**src/rtl/if_pkg.sv**
```systemverilog
// Shared types and constants for the instruction fetch unit.
// A fetch entry pairs a returned instruction word with the PC it was read from.
package if_pkg;

    localparam int PC_W    = 16;
    localparam int INSTR_W = 16;
    localparam int OPC_MSB = 15;
    localparam int OPC_LSB = 12;

    localparam logic [3:0]      HLT_OPCODE_DEF = 4'hF;
    localparam logic [PC_W-1:0] RESET_PC_DEF   = 16'h0000;

    typedef struct packed {
        logic [INSTR_W-1:0] instr;
        logic [PC_W-1:0]    pc;
    } fetch_entry_t;

    function automatic logic is_opcode(input logic [INSTR_W-1:0] word,
                                       input logic [3:0]         opc);
        return word[OPC_MSB:OPC_LSB] == opc;
    endfunction

endpackage

```
**src/rtl/fetch_fifo.sv**
```systemverilog
// Circular prefetch buffer of fetch entries with push, pop and a flush that
// empties it in one edge. Flush has priority over push and pop.
module fetch_fifo
    import if_pkg::*;
#(
    parameter int DEPTH = 2
) (
    input  logic                       clk,
    input  logic                       rst,
    input  logic                       push,
    input  logic                       pop,
    input  logic                       flush,
    input  fetch_entry_t               wr_data,
    output fetch_entry_t               rd_data,
    output logic [$clog2(DEPTH):0]     count,
    output logic                       full,
    output logic                       empty
);

    localparam int AW = $clog2(DEPTH);
    localparam int CW = AW + 1;

    fetch_entry_t    mem_q [DEPTH];
    fetch_entry_t    mem_d [DEPTH];
    logic [AW-1:0]   wr_ptr_q, wr_ptr_d;
    logic [AW-1:0]   rd_ptr_q, rd_ptr_d;
    logic [CW-1:0]   count_q, count_d;
    logic            push_ok;
    logic            pop_ok;

    assign full    = (count_q == CW'(DEPTH));
    assign empty   = (count_q == '0);
    assign count   = count_q;
    assign rd_data = mem_q[rd_ptr_q];

    // A push into a full buffer is only legal when the head leaves in the same cycle.
    assign pop_ok  = pop & ~empty;
    assign push_ok = push & (~full | pop_ok);

    always_comb begin
        mem_d    = mem_q;
        wr_ptr_d = wr_ptr_q;
        rd_ptr_d = rd_ptr_q;
        count_d  = count_q;
        if (flush) begin
            wr_ptr_d = '0;
            rd_ptr_d = '0;
            count_d  = '0;
        end else begin
            if (push_ok) begin
                mem_d[wr_ptr_q] = wr_data;
                wr_ptr_d        = wr_ptr_q + AW'(1);
            end
            if (pop_ok) begin
                rd_ptr_d = rd_ptr_q + AW'(1);
            end
            case ({push_ok, pop_ok})
                2'b10:   count_d = count_q + CW'(1);
                2'b01:   count_d = count_q - CW'(1);
                default: count_d = count_q;
            endcase
        end
    end

    always_ff @(posedge clk) begin
        if (rst) begin
            for (int i = 0; i < DEPTH; i++) begin
                mem_q[i] <= '0;
            end
            wr_ptr_q <= '0;
            rd_ptr_q <= '0;
            count_q  <= '0;
        end else begin
            mem_q    <= mem_d;
            wr_ptr_q <= wr_ptr_d;
            rd_ptr_q <= rd_ptr_d;
            count_q  <= count_d;
        end
    end

endmodule

```
**src/rtl/instr_fetch.sv**
```systemverilog
// Instruction fetch: owns the PC, issues one memory read per cycle when there is
// room, buffers returned words and hands them to decode; supports redirect and halt.
module instr_fetch
    import if_pkg::*;
#(
    parameter logic [PC_W-1:0] RESET_PC   = RESET_PC_DEF,
    parameter int              DEPTH      = 2,
    parameter logic [3:0]      HLT_OPCODE = HLT_OPCODE_DEF
) (
    input  logic               clk,
    input  logic               rst,
    output logic [PC_W-1:0]    im_addr,
    output logic               im_rd_en,
    input  logic [INSTR_W-1:0] im_instr,
    output logic [INSTR_W-1:0] if_instr,
    output logic [PC_W-1:0]    if_pc,
    output logic               if_valid,
    input  logic               id_ready,
    input  logic               branch_taken,
    input  logic [PC_W-1:0]    branch_tgt,
    output logic               halted
);

    logic [PC_W-1:0]        pc_q, pc_d;
    logic                   halted_q, halted_d;
    logic                   issue;
    logic                   pop;
    logic                   fifo_full;
    logic                   fifo_empty;
    logic [$clog2(DEPTH):0] fifo_count;
    fetch_entry_t           push_entry;
    fetch_entry_t           head_entry;

    // Decode handshake: an entry moves when if_valid & id_ready are both high at a
    // rising edge; a redirect in the same cycle cancels the transfer.
    assign pop   = if_valid & id_ready & ~branch_taken;
    assign issue = ~rst & ~halted_q & ~branch_taken & (~fifo_full | pop);

    assign im_addr  = pc_q;
    assign im_rd_en = issue;
    assign halted   = halted_q;

    assign push_entry = '{instr: im_instr, pc: pc_q};

    fetch_fifo #(.DEPTH(DEPTH)) u_fifo (
        .clk     (clk),
        .rst     (rst),
        .push    (issue),
        .pop     (pop),
        .flush   (branch_taken),
        .wr_data (push_entry),
        .rd_data (head_entry),
        .count   (fifo_count),
        .full    (fifo_full),
        .empty   (fifo_empty)
    );

    assign if_valid = ~fifo_empty;
    assign if_instr = if_valid ? head_entry.instr : '0;
    assign if_pc    = if_valid ? head_entry.pc    : '0;

    always_comb begin
        pc_d     = pc_q;
        halted_d = halted_q;
        if (branch_taken) begin
            pc_d     = branch_tgt;
            halted_d = 1'b0;
        end else if (issue) begin
            pc_d = pc_q + PC_W'(1);
            if (is_opcode(im_instr, HLT_OPCODE)) begin
                halted_d = 1'b1;
            end
        end
    end

    always_ff @(posedge clk) begin
        if (rst) begin
            pc_q     <= RESET_PC;
            halted_q <= 1'b0;
        end else begin
            pc_q     <= pc_d;
            halted_q <= halted_d;
        end
    end

    always_ff @(posedge clk) begin
        if (!rst) begin
            assert (int'(fifo_count) <= DEPTH);
        end
    end

endmodule

```
**config.mk**
```make
export PLATFORM = sky130hd
export DESIGN_NAME = instr_fetch
export DESIGN_NICKNAME = d
export VERILOG_FILES = /design/src/rtl/if_pkg.sv /design/src/rtl/fetch_fifo.sv /design/src/rtl/instr_fetch.sv
export SDC_FILE = /design/constraint.sdc
export NUM_CORES = 1
export LEC_CHECK = 0
export BUFFER_PORTS_ARGS = -buffer_cell sky130_fd_sc_hd__buf_2
export CORE_ASPECT_RATIO = 0.6
export CORE_MARGIN = 8
export CORE_UTILIZATION = 54
export DETAILED_ROUTE_END_ITERATION = 10
export PLACE_DENSITY = 0.78
export SYNTH_ARGS = -nofsm -noshare
export SYNTH_HDL_FRONTEND = slang
export SYNTH_SLANG_ARGS = --single-unit
export TNS_END_PERCENT = 1
```
**constraint.sdc**
```tcl
create_clock -name clk -period 2.3 [get_ports clk]
set_clock_uncertainty 0.15 [all_clocks]
set_input_delay 0.115 -clock clk [delete_from_list [all_inputs] [get_ports clk]]
set_output_delay 0.115 -clock clk [all_outputs]
set_load 0.02 [all_outputs]
```
==> results.md, run 1 <==
* Outcome: complete, no violations
* Total grt overflow at 0
* DR DRC count at 0
* Post-layout util at 70.6%
* PostCTS Resize Cnt at 0
* CP delay by family, top: simple AND/OR/NAND/NOR gates
* Number of enable flip-flop cells after synthesis at 0
* GPL Wtd Cong at approximately 0.83
* Syn avg cell area at 7.77 um2
* Final hold vios at 0
* WP data required at 2420 ps
* Leakage power at 1.93 nW
* CTS buffer count at 9
* Worst hold slack at 0.305 ps
* Crit-path max FO at 11
* First-pass GRT wire length at 19,700 um
* Pre-CTS WS at 215 ps
* Via count at 4,067
* Seq/Total Area, Yosys at 43.0%
* Synthesized Nets at between 500 and 600
* CP bufs+invs at 0
* Syn Inst Count at between 500 and 600
* FP Rows at 24
* Die Ht at approximately 82 um
* Detail Placement HPWL at 7800 um
* # diodes at 0
* Sink Count at 85
* Area share of the largest cell type after synthesis at between 40% and 50%
* Period utilization at 91.1%
* Post-synth ARST share at 0%
* Dpl cells at ~670
* Hold crit path type: in2reg
* Area grow syn2layout at 28.1%
* Slowest cell delay on critical path at 540 ps
* Final WL at 11,900 um
* Distinct cell type count of the synthesized netlist at 41
* # Max-Cap Violations at 0
* IO Pins at 87
* Die X at 127 um
* Post-route ant nets at 0
* Vias/cell at 5.71
* CP Class: reg2reg
* Post-DP Area at 4460 um2
* Initial antenna violation count at 0
* DR iter-0 viols at 531
* Cell area after synthesis at about 4000 um2
* Actual slew at the worst max-slew pin at 528 ps
* Final #Nets at 654
* Synth warn at 0
* Setup TNS at 0 ps
* Die area at 10,400 um2
* Critical Path, Cell by Cell: or3b_1, nand2_4, ha_1, or3_1, a21oi_1
* Total GRT Usage at 23.1%
* Top FF cell, synth: dfxtp_1
* Seq cells post-synth at 85
* Power Dens Cells at slightly below 700 nW/um2
* Final setup fails at 0
* Vias in the first global route at around 4,000
* Area leader, netlist: dfxtp_1
* Core Region at 7180 um2
* Endpoint type of the worst setup path: flip-flop
* Unrepaired setup endpoints after global routing: false
* CP arrival at 2220 ps
* Initial Utilization at 55.1%
* Reg clk slew, reported paths at 60 ps
* DRT Pass-1 Iters at 6
* Skew-Pair Late Insertion Delay at 340 ps
* Slowest CP cell: or3b_1
* Max clock buf depth at 2
* Final instance area at 5070 um2
* Wire length per cell after detailed routing at 16.7 um
* Most common library cell in the layout ignoring fill and taps: nand2_1
* Commonest non-fill, non-tap cells in the layout: 145 x nand2_1, 86 x buf_2, 84 x dfxtp_1, 77 x a21oi_1, 39 x nor2_1
* Port bufs at 86
* Fin cells at 712
* CTS tree: built
* Synth area leaders: dfxtp_1 43%, nand2_1 14%, a21oi_1 9.7%
* Power, Total at 3.42 mW
* Pins Over Slew Limit at 0
* Setup ws final at slightly above 200 ps
* Relative slew slack at 64.8%
* Clk root buf: clkbuf_16
* Htree depth at 3
* Pin count of the biggest net entering global routing at 51
* Worst VDD drop at 0.000338 V
* Fmax at 0.477 GHz
* Final min period at 2100 ps
* Worst Setup Start Kind: flip-flop
* Share of cells above drive strength 1 at 20.9%
[routing by layer]
layer  wire [um]  vias to the layer above  part of all wire (%)  GRT usage (%)
met4         134                        0                   1.1           6.32
met1        5170                     1887                    43           29.5
met3        1150                       25                   9.7           6.41
met5           0                        -                     0              0
met2        5430                      206                    46           38.4
li1            -                     1949                     -              -
[sequential cells by signal (all words and copies together) (netlist names)]
name and flops:
im_addr 16, u_fifo.mem_q 64, u_fifo.rd_ptr_q 1, halted 1, u_fifo.count 2, u_fifo.wr_ptr_q 1
[synthesized netlist by cell type, types with 2 or more instances]
cell type,count
nor3_4,3
nor2_1,40
clkbuf_1,15
nor4_1,3
dfxtp_1,85
a21oi_1,77
ha_1,2
nor3_1,6
nand3_1,13
nand4_1,6
buf_6,4
or3_1,5
inv_1,5
mux2i_1,33
and4_1,4
o211ai_1,3
a311oi_1,2
buf_2,18
a31oi_1,6
and3_1,6
o22ai_1,2
and2_1,2
or4_1,2
a221oi_1,3
o21ai_0,3
xor2_1,2
nand2_1,145
[cells by family after synthesis]
logic type / after synthesis / share of synthesized area [%]
compound gates: 103 / 14.8
flops: 85 / 43.0
xor+xnor: 3 / 0.664
mux: 34 / 8.63
fa+ha+maj: 2 / 0.632
simple gates: 238 / 26.8
buf+inv: 44 / 5.53
[area by class of cell]
cell class                 count  area, um2
clock inverter                 6       71.3
timing repair buffer         134        878
tap                           91        114
clock buffer                  10        239
inverter                       6       22.5
fill                         582       2110
sequential                    85       1700
multi-input combinational    380       2040
[power by group]
group | switching, mW | internal [mW]
sequential | 0.0527 | 1.52
combinational | 0.217 | 0.148
clock | 0.605 | 0.880
total | 0.874 | 2.55
[repair_timing]
item / CTS / global route
hold buffers: 30 / 0
setup buffers: 0 / 0
hold endpoints to repair: 46 / 0
[worst min-delay path, cell delays in order]
cell and delay, ps:
buf_2 110, a21oi_1 130, a221oi_1 80
[path summary, 6_finish.rpt]
path | start | end | slack (ps) | cells past startpoint
max | u_fifo.count[0] | u_fifo.count[1] | 200 | 5
min | branch_tgt[7] | im_addr[7] | 0.3 | 3
min reg2reg | u_fifo.mem_q[29] | u_fifo.mem_q[29] | 300 | 2
max reg2reg | u_fifo.count[0] | u_fifo.count[1] | 200 | 5
Note: power is estimated with default switching activity, not from simulation.
==> inputs of run 2 (changes only) <==
Settings changed: BUFFER_PORTS_ARGS -buffer_cell sky130_fd_sc_hd__buf_2 to not set, CORE_UTILIZATION 54 to 60, DONT_BUFFER_PORTS set to 1, PLACE_DENSITY 0.78 to 0.75.
==> run 2 against run 1 <==
Against the previous run: sequential power barely moved; via count decreased by 5.4%; critical path depth is 1 higher; power decreased by 6.3%; largest cell class unchanged.
==> results.md, run 2 (same netlist as run 1, synthesis figures left out) <==
* Outcome: complete, no violations
* Actual slew at the worst max-slew pin at about 890 ps
* DR iter-0 viols at between 400 and 500
* Reg clk slew, reported paths at 80 ps
* Relative slew slack at 40.3%
* Most common library cell in the layout ignoring fill and taps: nand2_1
* Initial antenna violation count at 0
* Reg2reg start: u_fifo.count[0]
* Worst Setup Start Kind: primary input
* Setup TNS at 0 ps
* Commonest non-fill, non-tap cells in the layout: 145 x nand2_1, 84 x dfxtp_1, 77 x a21oi_1, 39 x nor2_1, 35 x dlygate4sd3_1
* Post-CTS Setup Bufs at 0
* Core Region at 6530 um2
* Storage element area at 1700 um2
* Critical Path, Cell by Cell: dlygate4sd3_1, nor3_4, nand2_4, ha_1, or3_1, a21oi_1
* DRT Pass-1 Iters at 5
* CP delay by family, top: buffers and inverters
* Multi-input logic area at between 2000 and 2500 um2
* FP Rows at 23
* Die Ht at ~80 um
* Final WL at 11,400 um
* Sink Count at 85
* Final setup fails at 0
* Skew-Pair Late Insertion Delay at 370 ps
* PostCTS Resize Cnt at 0
* Crit-path max FO at 21
* Vias/cell at just over 6
* Final min period at 2180 ps
* Detail Placement HPWL at 7140 um
* Die X at roughly 120 um
* Pin count of the biggest net entering global routing at 79
* Via count at 3,849
* Clk root buf: clkbuf_8
* Slowest CP cell: dlygate4sd3_1
* Port bufs at 0
* First-pass GRT wire length at 18,400 um
* Total GRT Usage at 24.1%
* CTS buffer count at 9
* Reg2reg setup slack at 290 ps
* Hold crit path type: in2reg
* Largest Register: u_fifo.mem_q
* Endpoint type of the worst setup path: flip-flop
* Max clock buf depth at 2
* WP data required at around 2500 ps
* Worst Hold Depth at 4
* Die area at between 9000 and 10,000 um2
* # Max-Cap Violations at 0
* Fmax at 0.459 GHz
* Htree depth at 3
* Leakage power at 1.56 nW
* Area grow syn2layout at 19.1%
* Slowest cell delay on critical path at 1120 ps
* Final #Nets at 578
* Critical R2R Capture: u_fifo.count[1]
* R2R cell count at 5
* IO Pins at 87
* Share of cells above drive strength 1 at 8.99%
* Final hold vios at 0
* Final instance area at 4710 um2
* CP bufs+invs at 1
* # diodes at 0
* Vias in the first global route at 3,549
* Post-DP Area at 4090 um2
* Unrepaired setup endpoints after global routing: false
* Power Dens Cells at 680 nW/um2
* Post-route ant nets at 0
* CTS tree: built
* Worst VDD drop at 0.000440 V
* CP Class: in2reg
* DR DRC count at 0
* Wire length per cell after detailed routing at ~18 um
* Initial Utilization at between 60% and 70%
* Hold Startpoint: id_ready
* Endpoint of the worst hold path: u_fifo.wr_ptr_q
* GPL Wtd Cong at a little under 0.9
* Period utilization at 94.7%
* Max reg flops at 64
* CP arrival at 2330 ps
* Total grt overflow at 0
* Final-layout fill cell count at 520
* Pins Over Slew Limit at 0
-- run 2: cell types whose count changed in the layout (fill, tap and decap cells not counted), moves of 2 or more --
| cell | change |
|---|---|
| clkbuf_8 | +9 |
| clkbuf_16 | -9 |
| clkinv_4 | -2 |
| buf_2 | -86 |
| dlygate4sd3_1 | +5 |
| buf_12 | +3 |
| bufinv_16 | +2 |
-- run 2: worst max-delay path by stage --
stage | slack (ps) | cells after the start | to | from
floorplan | 340 | 7 | u_fifo.count[1] | u_fifo.count[0]
global placement | 410 | 5 | u_fifo.count[1] | u_fifo.count[0]
detailed placement | 330 | 5 | u_fifo.count[1] | u_fifo.count[0]
CTS | 180 | 6 | u_fifo.count[1] | branch_taken
global route | 10 | 6 | im_addr[11] | branch_taken
finish | 120 | 6 | u_fifo.count[1] | branch_taken
-- run 2: worst register-to-register path, cell delays in order, from the launching register on --
cell	delay, ps
dfxtp_1	380
or3b_1	450
nand2_4	150
ha_1	290
or3_1	380
a21oi_1	140
-- run 2: what timing repair did --
item,4_1_cts,5_1_grt
endpoints found under the hold margin,85,0
hold buffers,36,0
setup endpoints to repair,0,0
-- run 2: per-stage QoR --
step                      utilization (%)  std cells  setup slack (ps)  hold WS [ps]  total power [mW]
final                                72.1        632               121          37.9              3.20
after global routing                 72.1        632              11.3          77.2              3.32
after CTS                            72.1        632               185          11.2              3.21
after detailed placement             62.6        580               332          47.0              1.85
after global placement               62.6        580               410          45.7              1.84
after floorplan                         -        509               339           101              1.79
-- run 2: routing by layer --
metal | global-route usage, % | vias to the layer above | wire [um]
li1 | - | 1797 | -
met1 | 31.3 | 1833 | 4880
met2 | 37.5 | 198 | 5280
met3 | 8.00 | 21 | 1040
met4 | 6.94 | 0 | 158
met5 | 0 | - | 0
-- run 2: area by class of cell --
class | instances | area share, %
Clock buffer | 10 | 2.92
Clock inverter | 6 | 2.31
Inverter | 6 | 0.478
Tap cell | 87 | 2.31
Multi-Input combinational cell | 380 | 43.3
Sequential cell | 85 | 36.1
Timing Repair Buffer | 58 | 12.6
-- run 2: where the power goes --
group | internal, mW | switching (mW) | total [mW]
clock network | 0.751 | 0.544 | 1.29
registers | 1.52 | 0.0469 | 1.56
logic | 0.133 | 0.213 | 0.346
